### src/rtl/os_drain_pkg.sv
// os_drain_pkg: shared state encoding and column mode constants for the OS psum drain
package os_drain_pkg;
  typedef enum logic [1:0] {IDLE, DRAIN, WAIT, FLUSH} state_t;
  localparam logic MODE_OS = 1'b1;
  localparam logic MODE_WS = 1'b0;
endpackage

### src/rtl/psum_fifo.sv
// psum_fifo: circular capture buffer with head-driven output and occupancy count
module psum_fifo #(
  parameter int width = 17,
  parameter int depth = 4
) (
  input  logic                     clk,
  input  logic                     reset,
  input  logic                     push,
  input  logic                     pop,
  input  logic [width-1:0]         din,
  output logic [width-1:0]         dout,
  output logic [$clog2(depth):0]   count,
  output logic                     empty,
  output logic                     full
);
  localparam int aw = $clog2(depth);
  logic [width-1:0] mem [depth];
  logic [aw-1:0] wp, rp;
  // storage and pointers; pointers wrap naturally since depth is a power of two
  always_ff @(posedge clk or negedge reset)
    if (!reset) begin
      for (int i = 0; i < depth; i++) mem[i] <= '0;
      wp <= '0;
      rp <= '0;
      count <= '0;
    end else begin
      if (push) begin
        mem[wp] <= din;
        wp <= wp + 1'b1;
      end
      if (pop) rp <= rp + 1'b1;
      count <= count + (aw+1)'(push) - (aw+1)'(pop);
    end
  assign dout = mem[rp];
  assign empty = count == '0;
  assign full = count == (aw+1)'(depth);
endmodule

### src/rtl/os_psum_drain.sv
// os_psum_drain: shifts OS psums out of one PE column, buffers them and streams them with a last tag
module os_psum_drain import os_drain_pkg::*; #(
  parameter int psum_bw = 16,
  parameter int row = 8,
  parameter int fifo_depth = 4
) (
  input  logic               clk,
  input  logic               reset,
  input  logic               start,
  input  logic [psum_bw-1:0] col_psum,
  output logic               col_mode,
  output logic               drain_en,
  output logic [psum_bw-1:0] out_data,
  output logic               out_valid,
  output logic               out_last,
  input  logic               out_ready,
  output logic               busy,
  output logic               done
);
  localparam int cw = $clog2(row + 1);
  localparam int fw = $clog2(fifo_depth) + 1;
  state_t state, state_n;
  logic [cw-1:0] iss, cap;
  logic cap_q, pop, fifo_empty, fifo_full;
  logic [fw-1:0] fifo_count;
  logic [fw:0] occ;
  logic [psum_bw:0] head;
  assign pop = out_valid & out_ready;
  assign occ = {1'b0, fifo_count} + (fw+1)'(cap_q) - (fw+1)'(pop);
  psum_fifo #(.width(psum_bw + 1), .depth(fifo_depth)) u_fifo (
    .clk(clk),
    .reset(reset),
    .push(cap_q & ~fifo_full),
    .pop(pop),
    .din({cap == cw'(row - 1), col_psum}),
    .dout(head),
    .count(fifo_count),
    .empty(fifo_empty),
    .full(fifo_full)
  );
  assign out_valid = ~fifo_empty;
  assign out_data = head[psum_bw-1:0];
  assign out_last = out_valid & head[psum_bw];
  assign busy = state != IDLE;
  // next state and column controls; a shift is issued only when its capture is sure to find a slot
  always_comb begin
    state_n = state;
    col_mode = MODE_WS;
    drain_en = 1'b0;
    case (state)
      IDLE: begin
        col_mode = MODE_OS;
        state_n = start ? DRAIN : IDLE;
      end
      DRAIN: begin
        drain_en = iss < cw'(row) && occ < (fw+1)'(fifo_depth);
        state_n = iss == cw'(row) ? WAIT : DRAIN;
      end
      WAIT: state_n = cap == cw'(row) ? FLUSH : WAIT;
      FLUSH: begin
        col_mode = MODE_OS;
        state_n = fifo_empty ? IDLE : FLUSH;
      end
      default: state_n = IDLE;
    endcase
  end
  // state, issue/capture counters, in-flight capture flag and done pulse
  always_ff @(posedge clk or negedge reset)
    if (!reset) begin
      state <= IDLE;
      iss <= '0;
      cap <= '0;
      cap_q <= 1'b0;
      done <= 1'b0;
    end else begin
      state <= state_n;
      cap_q <= drain_en;
      done <= pop & out_last;
      iss <= (state == IDLE && start) ? '0 : iss + cw'(drain_en);
      cap <= (state == IDLE && start) ? '0 : cap + cw'(cap_q);
    end
endmodule

### config.mk
export PLATFORM = sky130hd
export DESIGN_NAME = os_psum_drain
export DESIGN_NICKNAME = d
export VERILOG_FILES = /design/src/rtl/os_drain_pkg.sv /design/src/rtl/psum_fifo.sv /design/src/rtl/os_psum_drain.sv
export SDC_FILE = /design/constraint.sdc
export NUM_CORES = 1
export LEC_CHECK = 0
export ABC_AREA = 1
export BUFFER_PORTS_ARGS = -buffer_cell sky130_fd_sc_hd__buf_2
export CAP_MARGIN = 20
export CORE_MARGIN = 3
export CORE_UTILIZATION = 45
export CTS_CLUSTER_DIAMETER = 60
export DETAILED_ROUTE_END_ITERATION = 12
export PLACE_DENSITY_LB_ADDON = 0.25
export SETUP_SLACK_MARGIN = 0.5
export SLEW_MARGIN = 10
export SYNTH_ARGS = -nofsm -noshare
export SYNTH_HDL_FRONTEND = slang
export SYNTH_HIERARCHICAL = 1
export SYNTH_SLANG_ARGS = --single-unit
### constraint.sdc
create_clock -name clk -period 2.7 [get_ports clk]
set_input_delay 0.135 -clock clk [delete_from_list [all_inputs] [get_ports clk]]
set_output_delay 0.135 -clock clk [all_outputs]
set_load 0.005 [all_outputs]
==> impl_metrics.json <==
{
  "placed_cells": 719,
  "start_util": 0.4669,
  "avgSynthCellArea_um2": 8.152,
  "rows": 36,
  "slew_violations": 0,
  "critical_path.startpoint_type": "register",
  "min_period_over_period": 0.7948,
  "tritoncts": "done",
  "cap_violations": 0,
  "setup_tns_ps": 0,
  "combPwrFrac": 0.472,
  "root_buffer": "clkbuf_8",
  "grt_start_max_net_pins": 88,
  "dr.first_iter.drc_count": 221,
  "max_slew.worst_pin.slew_ps": 657.0,
  "nets": 647,
  "diodes": 0,
  "path_class": "register to primary output",
  "grt_usage": 0.1689,
  "routed_wl_um": 9173,
  "drive_above_1_share": 0.1811,
  "fin_cells": 746,
  "reg2reg_from": "u_fifo/count[2]",
  "num-fill-cells": 942,
  "ir_worst_vdd_mv": 0.6563,
  "crit_start": "u_fifo/count[2]",
  "power.switching_mw": 2.469,
  "fp.coreArea_um2": 9864,
  "syn-cell-area_um2": 4606,
  "synth_seq_cells": 87,
  "ant_nets": 0,
  "min_from": "out_ready",
  "cp.arrival_ps": 2010,
  "ys_types": 24,
  "ys.warnings.count": 6,
  "clkSlewWorstSetupHoldPaths_ps": 100,
  "power.leakage_nw": 2.879,
  "h-tree-depth": 3,
  "syn-num-nets": 604,
  "wl_per_cell_um": 12.30,
  "post_synth_inst_count": 565,
  "synthTopCellsByArea": "dfrtp_1, nand2_1, inv_1",
  "dr.pass1.iters": 4,
  "clkPwrFrac": 0.150,
  "grt_pass1_wl_um": 15460,
  "vias": 3489,
  "switching_share": 0.4126,
  "antenna_found_initial": 0,
  "design_area_um2": 5110,
  "yosysTopAreaCell": "dfrtp_1",
  "synthToLayoutAreaGrowth_pct": 10.95,
  "vias_per_cell": 4.677,
  "relSlewSlack": 0.5620,
  "io_pins": 42,
  "worst_hold_path_type": "primary input to register",
  "internal-power_mw": 3.516,
  "port_buffers": 41,
  "dp_hpwl_um": 5578,
  "yosysTopAreaCellShare": 0.4727,
  "clockBufferDepth": 2,
  "cts.sinks": 87,
  "die-area_um2": 11480,
  "cts_made_buffers": 9,
  "end_kind": "primary output",
  "setup_violations": 0,
  "grt.overflow.total": 0,
  "status": "complete, no violations",
  "crit_fanout": 3,
  "first_global_vias": 3429,
  "gp_congestion": 0.7814,
  "dpl_cell_area_um2": 4773,
  "clock_latency_ps": 360,
  "rsz0062_at_grt": "false",
  "period_minus_slack_ps": 2146,
  "skew_ps": 14.33,
  "die_w_um": 107.2,
  "powerDensity_nw_per_um2": 1171,
  "fmax_ghz": 0.4660,
  "seq_power_share": 0.378,
  "ys_seq_area_frac": 0.4727,
  "critPathRequiredTime_ps": 2570,
  "fp.dieH_um": 107.2,
  "drc_errors": 0,
  "hold_viol_final": 0
}
[worst paths after layout]
kind                              endpoint  slack (ps)  cells after the start
max                               drain_en         550                     10
min                                   done          70                      3
max reg2reg                         iss[2]         560                     13
min reg2reg                  u_fifo/mem[9]         490                      2
max in group asynchronous  u_fifo/count[1]        1710                      3
min in group asynchronous   u_fifo/mem[45]         350                      2
[metal layers]
metal / routed length (µm) / global-route usage / share of wire / up-vias
met2: 4679 / 0.2954 / 0.51 / 50
met5: 0 / 0 / 0 / -
met4: 71 / 0.06119 / 0.0077 / 0
li1: - / - / - / 1804
met3: 281 / 0.03672 / 0.031 / 6
met1: 4140 / 0.2037 / 0.45 / 1629
[layout make-up]
type	instances	area, µm²	area share
Sequential cell	87	2180	0.4265
Multi-Input combinational cell	336	1788	0.3499
Inverter	119	451.7	0.08839
Timing Repair Buffer	55	327.8	0.06415
Tap cell	133	166.4	0.03257
Clock buffer	9	123.9	0.02424
Clock inverter	7	72.57	0.01420
[critical path: stages (launching register included)]
cell	delay (ps)
dfrtp_2	440
nor3_4	260
nor2_4	80
ha_4	160
inv_2	60
ha_4	120
nand3_2	70
nand3b_1	90
nand3_1	90
nor2_2	150
buf_2	140
[power groups by stage]
stage | registers [mW] | clock network (mW) | logic [mW]
global placement | 2.28 | 0 | 2.56
CTS | 2.26 | 0.942 | 2.76
floorplan | 2.20 | 0 | 2.13
global route | 2.34 | 0.979 | 3.27
finish | 2.26 | 0.900 | 2.82
detailed placement | 2.30 | 0 | 2.66
[stage by stage]
stage / utilization / setup slack, ps / hold WS (ps) / power (mW)
after detailed placement: 0.4839 / 314.1 / 407.2 / 4.961
final: 0.5180 / 554.1 / 66.02 / 5.985
after floorplan: - / 521.2 / -160.6 / 4.334
after global routing: 0.5180 / 457.5 / 66.02 / 6.589
after global placement: 0.4839 / 404.1 / 413.1 / 4.839
after CTS: 0.5089 / 502.9 / 20.80 / 5.967
[cells in the mapped netlist]
| master | instances |
|---|---|
| a21oi_1 | 5 |
| a21oi_2 | 1 |
| buf_2 | 1 |
| buf_4 | 4 |
| buf_6 | 16 |
| clkbuf_8 | 2 |
| dfrtp_1 | 87 |
| fa_1 | 1 |
| ha_1 | 18 |
| inv_1 | 116 |
| inv_2 | 1 |
| inv_4 | 2 |
| nand2_1 | 165 |
| nand2_4 | 4 |
| nand3_1 | 43 |
| nand3b_1 | 1 |
| nor2_1 | 17 |
| nor2_2 | 1 |
| nor3_1 | 3 |
| o21ai_0 | 4 |
| o21ai_1 | 47 |
| o21ai_2 | 21 |
| xnor2_1 | 2 |
| xor2_1 | 3 |
[state kept, by name (all words and copies together), names as in the netlist]
signal        flops
u_fifo/mem       68
cap               4
iss               4
u_fifo/count      3
state             2
u_fifo/rp         2
u_fifo/wp         2
cap_q             1
done              1
[cell families after synthesis]
kind of cell	synth area share
simple gates	0.2111
buf+inv	0.1508
compound gates	0.1027
xor+xnor	0.009510
flops	0.4727
fa+ha+maj	0.05325
[what timing repair did]
action / CTS / global route
hold buffers: 0 / 1
buffers inserted: 5 / 4
pin swaps: 3 / 5
hold endpoints to repair: 0 / 48
endpoints found under the setup margin: 5 / 4
resized for setup: 4 / 7
[placed cells by master, fill, tap and decap left out, types with 3 or more instances in the layout]
cell	count
a21oi_1	5
buf_2	40
buf_4	13
clkbuf_8	9
dfrtp_1	85
ha_1	15
inv_1	114
inv_2	3
nand2_1	165
nand2_4	4
nand3_1	42
nor2_1	15
o21ai_0	3
o21ai_1	48
o21ai_2	21
xor2_1	3
(Power assumes the default switching activity.)
